--- src/rtl/div_new_pkg.sv ---
// rtl/div_new_pkg.sv - shared width, step count and FSM state type for the restoring divider
package div_new_pkg;
    localparam int DIV_WIDTH = 5;
    localparam int DIV_STEPS = DIV_WIDTH;

    typedef enum logic [1:0] {
        IDLE,
        LOAD,
        CALC,
        DONE
    } state_t;
endpackage

--- src/rtl/div_step.sv ---
// rtl/div_step.sv - one combinational restoring-division iteration
module div_step #(
    parameter int WIDTH = 5
) (
    input  logic [WIDTH-1:0] partial,
    input  logic             dividend_bit,
    input  logic [WIDTH-1:0] divisor,
    output logic [WIDTH-1:0] remainder,
    output logic             q_bit
);
    logic [WIDTH:0] shifted;
    logic [WIDTH:0] trial;

    // partial < divisor always holds, so shifted < 2*divisor and trial[WIDTH] is a clean borrow flag
    assign shifted   = {partial, dividend_bit};
    assign trial     = shifted - {1'b0, divisor};
    assign q_bit     = ~trial[WIDTH];
    assign remainder = q_bit ? trial[WIDTH-1:0] : {partial[WIDTH-2:0], dividend_bit};
endmodule

--- src/rtl/div_new.sv ---
// rtl/div_new.sv - multi-cycle unsigned restoring divider, one quotient bit per clock
module div_new
    import div_new_pkg::*;
#(
    parameter int WIDTH = DIV_WIDTH
) (
    input  logic             clk,
    input  logic             res,
    input  logic             load,
    input  logic [WIDTH-1:0] A,
    input  logic [WIDTH-1:0] B,
    output logic [WIDTH-1:0] quotient,
    output logic [WIDTH-1:0] reminder,
    output logic             error
);
    localparam int CW = $clog2(WIDTH + 1);
    localparam logic [CW-1:0] LAST = CW'(WIDTH - 1);

    state_t           state;
    logic [WIDTH-1:0] dividend;
    logic [WIDTH-1:0] divisor;
    logic [WIDTH-1:0] part_rem;
    logic [CW-1:0]    cnt;

    logic [WIDTH-1:0] step_rem;
    logic             step_q;
    logic [WIDTH-1:0] q_next;

    div_step #(.WIDTH(WIDTH)) u_step (
        .partial     (part_rem),
        .dividend_bit(dividend[WIDTH-1]),
        .divisor     (divisor),
        .remainder   (step_rem),
        .q_bit       (step_q)
    );

    // Dividend bits leave at the MSB while quotient bits enter at the LSB
    assign q_next = {dividend[WIDTH-2:0], step_q};

    always_ff @(posedge clk) begin
        if (res) begin
            state    <= IDLE;
            dividend <= '0;
            divisor  <= '0;
            part_rem <= '0;
            cnt      <= '0;
            quotient <= '0;
            reminder <= '0;
            error    <= 1'b0;
        end else if (load) begin
            dividend <= A;
            divisor  <= B;
            part_rem <= '0;
            cnt      <= '0;
            state    <= LOAD;
        end else begin
            case (state)
                LOAD, CALC: begin
                    if (state == LOAD && divisor == '0) begin
                        quotient <= '1;
                        reminder <= dividend;
                        error    <= 1'b1;
                        state    <= DONE;
                    end else begin
                        part_rem <= step_rem;
                        dividend <= q_next;
                        cnt      <= cnt + 1'b1;
                        if (cnt == LAST) begin
                            quotient <= q_next;
                            reminder <= step_rem;
                            error    <= 1'b0;
                            state    <= DONE;
                        end else begin
                            state <= CALC;
                        end
                    end
                end
                default: state <= state;
            endcase
        end
    end
endmodule

--- config.mk ---
export PLATFORM = sky130hd
export DESIGN_NAME = div_new
export DESIGN_NICKNAME = d
export VERILOG_FILES = /design/src/rtl/div_new_pkg.sv /design/src/rtl/div_step.sv /design/src/rtl/div_new.sv
export SDC_FILE = /design/constraint.sdc
export NUM_CORES = 1
export LEC_CHECK = 0
export BUFFER_PORTS_ARGS = -buffer_cell sky130_fd_sc_hd__buf_2
export CAP_MARGIN = 10
export CORE_MARGIN = 2
export CORE_UTILIZATION = 40
export DETAILED_ROUTE_END_ITERATION = 8
export GPL_TIMING_DRIVEN = 0
export MAX_ROUTING_LAYER = met4
export PLACE_DENSITY = 0.6
export SLEW_MARGIN = 5
export SYNTH_ARGS = -nofsm -noshare
export SYNTH_HDL_FRONTEND = slang
export SYNTH_SLANG_ARGS = --single-unit
--- constraint.sdc ---
create_clock -name clk -period 2.2 [get_ports clk]
set_input_delay 0.11 -clock clk [delete_from_list [all_inputs] [get_ports clk]]
set_output_delay 0.11 -clock clk [all_outputs]
set_load 0.03 [all_outputs]
# == Word level (Yosys, flattened, before mapping) ==
# Cells that the tools add are included.
# totals
out_inout_bits,11
word_cells,41
regBits,31
# classes
n_reduce_logical,9
add_sub_neg,2
bitwise,3
n_eq_ne,4
muxes,14
# ops
op,n
5-bit two-way mux,8
1-bit two-way mux,6
6-bit by 5-bit subtractor with 6-bit output,1
5-bit zero test,1
2-bit AND reduction,2
2-bit nonzero test,2
2-bit OR reduction,2
"3-bit by 1-bit adder with 3-bit output, second input constant",1
"3-bit == test, second input constant",1
1-bit NOT,3
3-bit AND reduction,1
"2-bit by 1-bit == test with 1-bit output, second input constant",1
"2-bit == test, second input constant",1
"2-bit inequality test, second input constant",1
1-bit logical AND,1

# == Depth between registers and ports, before layout ==
# Gate-level depths: netlist of run 1.
# depth
ltp_word,5
ltp_mapped,9

# == Modules after synthesis ==
# Synthesis of run 1 repeated with hierarchy kept, for this count alone.
# unflattened
cells_unflattened,174
area_unflattened_um2,1705.4
# by_module_without_submodules
mod,area_per_inst_um2,seq_area_each_um2,cells_each,instances
div_new,1341.3,620.6,132,1
div_step,364.1,0.0,42,1

# == Worst setup path after synthesis of run 1 ==
# OpenSTA, ideal clock, no wires.
# synth_timing
path_type,flip-flop to flip-flop
start,reg divisor[3]
end,reg quotient[0]
stages_incl_launch_ff,10
synth_period_minus_slack_ps,2202
slack_ps,-2
arrival_time_ps,2084
setup_time_ps,119
cell_sequence,dfxtp_1 > inv_1 > ha_1 > a21o_1 > and2_4 > or4_4 > buf_6 > and2_4 > buf_6 > o221a_1
# synth_between
elab_chain_len,4
word_cells_on_any_way,8
classes_between,add/sub: 1; mux: 2; bitwise: 1; reduce/logical: 4
# synth_lines
element,line,rtl
from (decl),div_new.sv:21,logic [WIDTH-1:0] divisor;
from (signal assigned),div_new.sv:44,divisor <= '0;
from (signal assigned),div_new.sv:52,divisor <= B;
6-bit by 5-bit subtractor with 6-bit output / 5-bit zero test (equally long branches),"div_step.sv:16, div_new.sv:59",
1-bit NOT / 1-bit logical AND (equally long branches),"div_step.sv:17, div_new.sv:59",
5-bit two-way mux / 2-bit nonzero test (equally long branches),n/a,
5-bit two-way mux / 3-bit AND reduction (equally long branches),n/a,
to (signal assigned),div_new.sv:69,quotient <= q_next;
to (decl),div_new.sv:12,"output logic [WIDTH-1:0] quotient,"
# Several ways; a longest one is shown, not always the timed one. The select of a mux whose other input is x is not followed.
# A chain may end at the register's enable or synchronous reset.

# == Final worst setup path of run 1 ==
# layout_timing
start,reg part_rem[2]
end,reg quotient[0]
# layout_between
elab_chain_len,4
# layout_lines
element,line,rtl
from (decl),div_new.sv:22,logic [WIDTH-1:0] part_rem;
from (signal assigned),div_new.sv:65,part_rem <= step_rem;
6-bit by 5-bit subtractor with 6-bit output,div_step.sv:16,"assign trial = shifted - {1'b0, divisor};"
1-bit NOT,div_step.sv:17,assign q_bit = ~trial[WIDTH];
5-bit two-way mux,div_new.sv:68,if (cnt == LAST) begin
5-bit two-way mux,div_new.sv:59,if (state == LOAD && divisor == '0) begin
# No other way between the ends. The select of a mux whose other input is x is not followed.

==> impl_metrics.tcl, run 1 <==
set metrics [dict create \
    cpMaxStageDelayCell "or4_4" \
    maxClockFrequency_ghz 0.463 \
    cts_buffer_depth 2 \
    syn-instance-count 202 \
    die-width_um 69.9 \
    clkTransAtPathRegs_ns 0.07 \
    port_buffers 23 \
    cp-end-kind "flip-flop" \
    synth.net_count 224 \
    timing_worst_setup_path_type "reg -> reg" \
    hold_slack_ns 0.0668 \
    hold_buf_cts 0 \
    cellPowerDensity_nw_per_um2 679 \
    synth_simple_gate_area_share 0.239 \
    global_route.usage.total 0.190 \
    power_report.internal_total_mw 1.00 \
    detail_route.wl_per_cell_um 15.1 \
    post_synthesis_async_set_or_reset_flop_share 0 \
    maxCapViolCount 0 \
    post_route_fraction_of_the_period_consumed_by_the_critical_path 0.981 \
    final_hold_viol_count 0 \
    detailroute.via_count 1627 \
    post_drt_via_cell_ratio 5.65 \
    worst_ep_arrival_time_ns 2.33 \
    dr.first_iter.drc_count 85 \
    io_pins 24 \
    ys_seq_elements 31 \
    synth-adder-area-share 0.0691 \
    grt_pass1_wl_um 7340 \
    dp.final_hpwl_um 3120 \
    critical-path-max-stage-delay_ns 0.55 \
    cts.sinks 31 \
    power.switching_uw 428 \
    critPathLaunchType "flip-flop" \
    finalNetCount 259 \
    hp-class "in -> reg" \
    insertion_delay_ns 0.28 \
    fin_clk_skew_ns 0.00734 \
    critical_path_required_ns 2.37 \
    pwr-share-clk 0.348 \
    drive_gt1_frac 0.273 \
    synth_top_family_by_area "simple AND/OR/NAND/NOR gates" \
    cts_made_buffers 5 \
    grt_start_max_net_pins 11 \
    antenna_violations_before_repair 0 \
    placement_rows 23 \
    power.leakage_nw 0.842 \
    finalCriticalPeriod_ns 2.16 \
    die_h_um 69.9 \
    power.switching_fraction 0.299 \
    setup_viol_count_final 0 \
    crit_fanout 8 \
    initial_cell_density_of_the_core 0.426 \
    synth-edff-count 0 \
    yosys.cell_types.count 53 \
    routed_wirelength_um 4340 \
    cts_tree "built" \
    synth-warning-count 0 \
    ys_seq_area_frac 0.357 \
    irDropWorstVdd_mv 0.463 \
    power.total_mw 1.43 \
    gpl.final_weighted_congestion 0.833 \
    drt_drc_violations_left 0 \
    floorplan.die_area_um2 4890 \
    seq_power_share 0.426 \
    drt-pass1-iter-count 4 \
    timing.critical_path.cells "ha_4 -> a21o_1 -> and2_4 -> or4_4 -> and2_4 -> buf_6 -> o221a_1" \
    h-tree-depth 2 \
    antenna_cells_inserted 0 \
    comb_power_share 0.226 \
    root_driver "clkbuf_8" \
    grt.overflow.total 0 \
    synth_top_flop_cell "dfxtp_1" \
    signed_area_change_from_the_synthesized_netlist_to_the_final_layout_pct 21.2 \
    maxSlewHeadroom 0.564 \
    yosys.area_share.xor_xnor 0.0201 \
    drt.antenna.violating_nets 0 \
    coreArea_um2 4090 \
    postSynthAreaPerCell_um2 8.61 \
    via_count_of_the_first_global_routing_pass 1533 \
    outcome "finished, final reports clean" \
    critical_path.most_common_cell "and2_4" \
    worst-slew-pin-transition_ns 0.648 \
    syn-cell-area_um2 1740 \
    finalMaxSlewViolations 0 \
    synth_compound_gate_area_share 0.218 \
    synth.mux.area_fraction 0.0345 \
]
## cells in the mapped netlist (2+ instances only)
master    count  share of area
a21o_1        2         0.0086
a21oi_1       7          0.020
a22oi_1       5          0.022
a311oi_1      4          0.020
and2_4        2          0.010
and3_1        3          0.011
buf_2         3         0.0086
buf_6         2          0.013
clkbuf_1      5          0.011
dfxtp_1      31           0.36
ha_1          8          0.058
inv_1        12          0.026
mux2i_1       6          0.035
nand2_1      17          0.037
nand2b_1      2         0.0072
nand3_1      19          0.055
nand3b_1      2         0.0086
nand4_1       2         0.0072
nor2_1       21          0.045
nor3_1        7          0.020
o221a_2       4          0.026
o221ai_1      5          0.025
xnor2_1       3          0.015
## layout by cell type, fill, tap and decap left out, types with 2 or more instances in the layout
master / count
dfxtp_1: 27
buf_2: 26
nor2_1: 21
nand3_1: 19
nand2_1: 17
inv_1: 11
nor3_1: 7
clkbuf_8: 7
mux2i_1: 6
a21oi_1: 6
buf_4: 6
clkbuf_1: 5
o221ai_1: 5
a22oi_1: 5
ha_1: 5
a311oi_1: 4
o221a_2: 4
xnor2_1: 3
and3_1: 3
dfxtp_2: 3
nand2b_1: 2
a21o_1: 2
and2_4: 2
nand3b_1: 2
nand4_1: 2
nor4_2: 2
ha_4: 2
## timing repair
item                                    4_1_cts  5_1_grt
hold endpoints to repair                      0        0
pin swaps                                     0        3
gates resized for setup                       6        5
endpoints found under the setup margin        7        8
buffers inserted                              1        5
## area by class of cell
class | count | area (um^2)
sequential | 31 | 628
multi-input combinational | 147 | 1060
tap | 50 | 62.6
inverter | 13 | 48.8
clock inverter | 1 | 7.51
buffer | 10 | 48.8
timing repair buffer | 29 | 160
clock buffer | 7 | 96.3
fill | 405 | 1980
## metrics by stage
stage / cell area [um^2] / instances / setup slack [ns] / util / TNS, ns
finish: 2110 / 288 / 0.0417 / 0.516 / 0
detailed placement: 1930 / 275 / -0.0733 / 0.472 / -0.366
CTS: 2060 / 283 / 0.0114 / 0.504 / 0
global placement: 1930 / 275 / -0.0602 / 0.472 / -0.317
floorplan: 1750 / 202 / 0.0715 / - / 0
global route: 2110 / 288 / -0.0131 / 0.516 / -0.0131
## worst paths after layout
| check | slack (ns) | endpoint | cells after the start | start |
|---|---|---|---|---|
| worst max register to register | 0.04 | quotient[0] | 7 | part_rem[2] |
| worst min register to register | 0.49 | cnt[1] | 2 | cnt[1] |
| worst max-delay path | 0.04 | quotient[0] | 7 | part_rem[2] |
| worst min-delay path | 0.07 | divisor[1] | 3 | B[1] |
## kinds of logic after synthesis
kind of cell             count (synthesis)
AND/OR/NAND/NOR                         83
flip-flops                              31
AO/OA/AOI/OAI                           45
buffers and inverters                   24
adder cells (fa/ha/maj)                  9
XOR/XNOR                                 4
multiplexers                             6
## critical path: cells and delay by family, from the launching register on
family	cells	cell delay, ns
compound gates	2	0.42
fa+ha+maj	1	0.25
buf+inv	1	0.12
flops	1	0.36
simple gates	3	0.90
## sequential cells by signal, indices dropped and copies added, names as in the netlist
register and flops:
dividend 5, divisor 5, part_rem 5, quotient 5, reminder 5, cnt 3
state 2, error 1
## routing by layer
metal  track usage  wire length (um)  up-vias
li1              -                 -      819
met1         0.253              2090      774
met2         0.306              2050       32
met3        0.0390               189        2
met4        0.0256                11        0
met5             -                 0        -
## power groups by stage
stage | combinational (mW) | sequential, mW | clock (mW)
final | 0.324 | 0.609 | 0.499
after global routing | 0.357 | 0.613 | 0.531
after CTS | 0.302 | 0.611 | 0.509
after detailed placement | 0.301 | 0.622 | 0
after global placement | 0.299 | 0.622 | 0
after floorplan | 0.223 | 0.622 | 0
(Power assumes the default switching activity.)
==> inputs of run 2 (changes only) <==
--- a/config.mk
+++ b/config.mk
@@ -8,11 +8,11 @@
 export BUFFER_PORTS_ARGS = -buffer_cell sky130_fd_sc_hd__buf_2
 export CAP_MARGIN = 10
 export CORE_MARGIN = 2
-export CORE_UTILIZATION = 40
+export CORE_UTILIZATION = 23
 export DETAILED_ROUTE_END_ITERATION = 8
 export GPL_TIMING_DRIVEN = 0
 export MAX_ROUTING_LAYER = met4
-export PLACE_DENSITY = 0.6
+export PLACE_DENSITY = 0.39
 export SLEW_MARGIN = 5
 export SYNTH_ARGS = -nofsm -noshare
 export SYNTH_HDL_FRONTEND = slang
==> run 2 against run 1 <==
Effect of this change: worst setup slack improved by 0.023 ns; critical path type unchanged; sequential share of layout area decreased by 0.46 points; critical endpoint unchanged; via count decreased by 1.4%; highest routed layer unchanged; maximum frequency increased by 1.1%; global-route usage decreased by 6.4 points; die area increased by 69%.
==> impl_metrics.tcl, run 2 (synthesis results as in run 1) <==
set metrics [dict create \
    antenna_violations_before_repair 0 \
    irDropWorstVdd_mv 0.251 \
    detailed_place.area_um2 1990 \
    cts.sinks 31 \
    h-tree-depth 2 \
    root_driver "clkbuf_8" \
    cts_buffer_depth 2 \
    grt_start_max_net_pins 11 \
    detail_route.wl_per_cell_um 14.6 \
    via_count_of_the_first_global_routing_pass 1590 \
    finalInstanceArea_um2 2130 \
    cellPowerDensity_nw_per_um2 641 \
    crit_fanout 7 \
    mostFrequentLayoutCell "dfxtp_1" \
    timing.setup.tns_ns 0 \
    cpMaxStageDelayCell "or4_4" \
    final_hold_viol_count 0 \
    insertion_delay_ns 0.28 \
    port_buffers 23 \
    critical-path-top-delay-family "simple AND/OR/NAND/NOR gates" \
    grt_pass1_wl_um 8160 \
    die-width_um 91.0 \
    outcome "finished, final reports clean" \
    setup_viol_count_final 0 \
    worst-slew-pin-transition_ns 0.670 \
    most-common-layout-cells "dfxtp_1 (28), buf_2 (26), nor2_1 (21)" \
    cp-end-kind "flip-flop" \
    antenna_cells_inserted 0 \
    placement_rows 31 \
    grt_setup_unrepaired "false" \
    critical_path_required_ns 2.37 \
    post_drt_via_cell_ratio 4.79 \
    coreArea_um2 7290 \
    drt-pass1-iter-count 4 \
    power.leakage_nw 0.823 \
    post_route_fraction_of_the_period_consumed_by_the_critical_path 0.970 \
    finalNetCount 257 \
    drt_drc_violations_left 0 \
    routed_wirelength_um 4880 \
    die_h_um 91.0 \
    worst_ep_arrival_time_ns 2.31 \
    finalCriticalPeriod_ns 2.14 \
    grt.overflow.total 0 \
    signed_area_change_from_the_synthesized_netlist_to_the_final_layout_pct 22.4 \
    critical_path.most_common_cell "and2_4" \
    cp_num_buf_inv 1 \
    detailroute.via_count 1604 \
    hp-class "in -> reg" \
    maxCapViolCount 0 \
    finish.utilization 0.292 \
    gpl.final_weighted_congestion 0.674 \
    floorplan.die_area_um2 8270 \
    maxSlewHeadroom 0.550 \
    global_route.usage.total 0.126 \
    timing.critical_path.cells "ha_4 -> a21o_1 -> and2_4 -> or4_4 -> and2_4 -> buf_6 -> o221a_1" \
    critical-path-max-stage-delay_ns 0.52 \
    hold_slack_ns 0.0638 \
    initial_cell_density_of_the_core 0.239 \
    clkTransAtPathRegs_ns 0.07 \
    dr.first_iter.drc_count 68 \
    hold_buf_cts 0 \
    cts_tree "built" \
    io_pins 24 \
    critPathLaunchType "flip-flop" \
    drt.antenna.violating_nets 0 \
    cts_made_buffers 5 \
    maxClockFrequency_ghz 0.468 \
    dp.final_hpwl_um 3630 \
    fin_clk_skew_ns 0.00347 \
    drive_gt1_frac 0.250 \
    timing_worst_setup_path_type "reg -> reg" \
    finalMaxSlewViolations 0 \
]
## run 2: cell types whose count changed in the layout (fill, tap and decap cells not counted), sizes merged
cell      change
buf           -2
clkinvlp      -1
clkinv        +1
## run 2: timing repair
action                                  4_1_cts  5_1_grt
resized for setup                             5        3
buffers inserted                              3        1
endpoints found under the setup margin        8        7
pin swaps                                     1        2
## run 2: final cells by class
class | instances | area (um^2)
Inverter | 13 | 48.8
Fill cell | 840 | 5160
Multi-Input combinational cell | 147 | 1060
Tap cell | 99 | 124
Buffer | 10 | 48.8
Timing Repair Buffer | 27 | 145
Clock buffer | 7 | 76.3
Clock inverter | 1 | 5.00
Sequential cell | 31 | 624
## run 2: per-stage QoR
step | worst slack, ns | instances | total power [mW]
finish | 0.0650 | 335 | 1.36
global route | 0.00693 | 335 | 1.44
CTS | 0.00216 | 334 | 1.38
detailed placement | -0.124 | 324 | 0.932
global placement | -0.133 | 324 | 0.936
floorplan | 0.0715 | 202 | 0.845
## run 2: power breakdown
| group | switching [mW] | leakage (nW) | internal, mW |
|---|---|---|---|
| clock network | 0.213 | 0.0422 | 0.222 |
| registers | 0.0240 | 0.254 | 0.587 |
| logic | 0.190 | 0.527 | 0.128 |
## run 2: layer usage
| layer | wire length (um) | vias to the layer above | track usage |
|---|---|---|---|
| li1 | - | 813 | - |
| met1 | 2480 | 766 | 0.161 |
| met2 | 2240 | 19 | 0.201 |
| met3 | 103 | 6 | 0.0257 |
| met4 | 61 | 0 | 0.0379 |
| met5 | 0 | - | - |
## run 2: path summary, 6_finish.rpt
check | startpoint | end | slack (ns) | depth (start not counted)
worst min register to register | state[1] | state[1] | 0.46 | 2
worst max register to register | part_rem[2] | quotient[0] | 0.06 | 7
worst max-delay path | part_rem[2] | quotient[0] | 0.06 | 7
worst min-delay path | B[3] | divisor[3] | 0.06 | 3
## run 2: worst register-to-register path, cell delays in order (launching register included)
cell and delay [ns]:
dfxtp_2 0.38, ha_4 0.23, a21o_1 0.17, and2_4 0.18, or4_4 0.52, and2_4 0.17
buf_6 0.13, o221a_1 0.24
==> inputs of run 3 (changes only) <==
--- a/config.mk
+++ b/config.mk
@@ -8,11 +8,11 @@
 export BUFFER_PORTS_ARGS = -buffer_cell sky130_fd_sc_hd__buf_2
 export CAP_MARGIN = 10
 export CORE_MARGIN = 2
-export CORE_UTILIZATION = 23
+export CORE_UTILIZATION = 45
 export DETAILED_ROUTE_END_ITERATION = 8
 export GPL_TIMING_DRIVEN = 0
 export MAX_ROUTING_LAYER = met4
-export PLACE_DENSITY = 0.39
+export PLACE_DENSITY = 0.66
 export SLEW_MARGIN = 5
 export SYNTH_ARGS = -nofsm -noshare
 export SYNTH_HDL_FRONTEND = slang
==> run 3 against run 2 <==
Effect of this change: global-route usage is 9.6 points higher; utilization is 27 points higher; via count is 1.7% higher; wire length is 14% lower; sequential power hardly changed; register-to-register slack worse by 0.02 ns; non-clock buffer count is 1 lower; largest cell class unchanged; die area is 47% lower; first-iteration DRC count is 65% higher.
==> impl_metrics.tcl, run 3 (synthesis results as in run 1) <==
set metrics [dict create \
    preCtsSetupSlack_ns -0.0770 \
    min_from "B[1]" \
    h-tree-depth 2 \
    root_driver "clkbuf_8" \
    irDropWorstVdd_mv 0.460 \
    worst-r2r-setup-slack_ns 0.04 \
    worst_r2r_path_depth 8 \
    timing.setup.tns_ns 0 \
    cp_num_buf_inv 2 \
    critPathLaunchType "flip-flop" \
    port_buffers 23 \
    drt.antenna.violating_nets 0 \
    cellPowerDensity_nw_per_um2 669 \
    signed_area_change_from_the_synthesized_netlist_to_the_final_layout_pct 18.6 \
    antenna_violations_before_repair 0 \
    finish.utilization 0.559 \
    detail_route.wl_per_cell_um 15.0 \
    area_of_the_multi_input_gates_um2 1060 \
    cpMaxStageDelayCell "or4_4" \
    power.leakage_nw 0.823 \
    insertion_delay_ns 0.29 \
    holdPathEnd "divisor[1]" \
    drive_gt1_frac 0.252 \
    crit-reg2reg-capture "quotient[0]" \
    post-place-cells 273 \
    crit_fanout 7 \
    clkTransAtPathRegs_ns 0.07 \
    dr.first_iter.drc_count 112 \
    critical_path.most_common_cell "and2_4" \
    finalNonFillerCells 282 \
    grt.overflow.total 0 \
    io_pins 24 \
    global_route.usage.total 0.222 \
    cp-end-kind "flip-flop" \
    final_hold_viol_count 0 \
    mostFrequentLayoutCell "dfxtp_1" \
    die_h_um 66.2 \
    timing_worst_setup_path_type "reg -> reg" \
    post_drt_via_cell_ratio 5.79 \
    maxSlewHeadroom 0.546 \
    worst_ep_arrival_time_ns 2.34 \
    maxCapViolCount 0 \
    initial_cell_density_of_the_core 0.472 \
    most-common-layout-cells "dfxtp_1 (28), buf_2 (26), nor2_1 (21)" \
    sequential_cell_area_um2 624 \
    grt_start_max_net_pins 11 \
    critical-path-max-stage-delay_ns 0.50 \
    timing.critical_path.cells "inv_1 -> ha_4 -> a21o_1 -> and2_4 -> or4_4 -> and2_4 -> buf_6 -> o221a_1" \
    antenna_cells_inserted 0 \
    critical-path-top-delay-family "simple AND/OR/NAND/NOR gates" \
    cts_tree "built" \
    gpl.final_weighted_congestion 0.845 \
    setup_viol_count_final 0 \
    outcome "finished, final reports clean" \
    num-fill-cells 368 \
    drt_drc_violations_left 0 \
    coreArea_um2 3690 \
    maxClockFrequency_ghz 0.463 \
    critical_path_required_ns 2.39 \
    dp.final_hpwl_um 3050 \
    cts_buffer_depth 2 \
    finalNetCount 256 \
    cts.sinks 31 \
    finalCriticalPeriod_ns 2.16 \
    detailroute.via_count 1632 \
    r2r_start "divisor[3]" \
    post_route_fraction_of_the_period_consumed_by_the_critical_path 0.981 \
    floorplan.die_area_um2 4380 \
    drt-pass1-iter-count 4 \
    placement_rows 22 \
    die-width_um 66.2 \
    cts_made_buffers 5 \
    finalMaxSlewViolations 0 \
    hp-class "in -> reg" \
    grt_pass1_wl_um 7030 \
    via_count_of_the_first_global_routing_pass 1453 \
    fin_clk_skew_ns 0.00983 \
    routed_wirelength_um 4220 \
    worst_slack_ns 0.0424 \
    min_delay_path_depth 3 \
    worst-slew-pin-transition_ns 0.675 \
]
## run 3: cell types whose count changed in the layout (fill, tap and decap cells not counted)
cell	previous run	this run
clkbuf_8	5	6
buf_4	4	3
clkbuf_1	7	5
## run 3: report_power, final
group / total (mW) / internal [mW] / switching, mW / leakage [nW]
logic: 0.314 / 0.127 / 0.187 / 0.522
clock network: 0.458 / 0.245 / 0.213 / 0.0470
registers: 0.610 / 0.587 / 0.0228 / 0.254
## run 3: what timing repair did
item,4_1_cts,5_1_grt
gates resized for setup,5,3
buffers inserted,1,2
endpoints found under the setup margin,7,7
hold buffers,0,0
pin swaps,0,2
## run 3: final cells by class
cell class | count | share of cell area
Buffer | 10 | 0.0237
Clock buffer | 6 | 0.0400
Clock inverter | 1 | 0.00243
Inverter | 13 | 0.0237
Multi-Input combinational cell | 147 | 0.512
Sequential cell | 31 | 0.303
Tap cell | 48 | 0.0291
Timing Repair Buffer | 26 | 0.0667
## run 3: how the worst max path moves through the flow
stage                    start           to  depth (start not counted)
global placement    divisor[3]  reminder[2]                          8
global route        divisor[3]  quotient[0]                          8
CTS                 divisor[3]  quotient[0]                          8
floorplan           divisor[3]  quotient[0]                          9
finish              divisor[3]  quotient[0]                          8
detailed placement  divisor[4]  part_rem[0]                          8
## run 3: routing by layer
layer  global-route usage  part of all wire  wire length (um)
met1                0.281              0.44              1840
met2                0.334              0.48              2030
met3               0.0664             0.068               288
met4               0.0816             0.015                65
met5                    -                 0                 0
## run 3: worst register-to-register path: stages, from the launching register on
cell	delay, ns
dfxtp_2	0.32
inv_1	0.06
ha_4	0.25
a21o_1	0.19
and2_4	0.18
or4_4	0.50
and2_4	0.18
buf_6	0.12
o221a_1	0.24
## run 3: metrics by stage
step / cell area [um^2] / hold WS, ns / total power [mW]
finish: 2060 / 0.0649 / 1.38
global placement: 1930 / 0.346 / 0.919
detailed placement: 1930 / 0.360 / 0.922
global route: 2060 / 0.0796 / 1.45
CTS: 2040 / 0.0620 / 1.38
floorplan: 1750 / 0.258 / 0.845
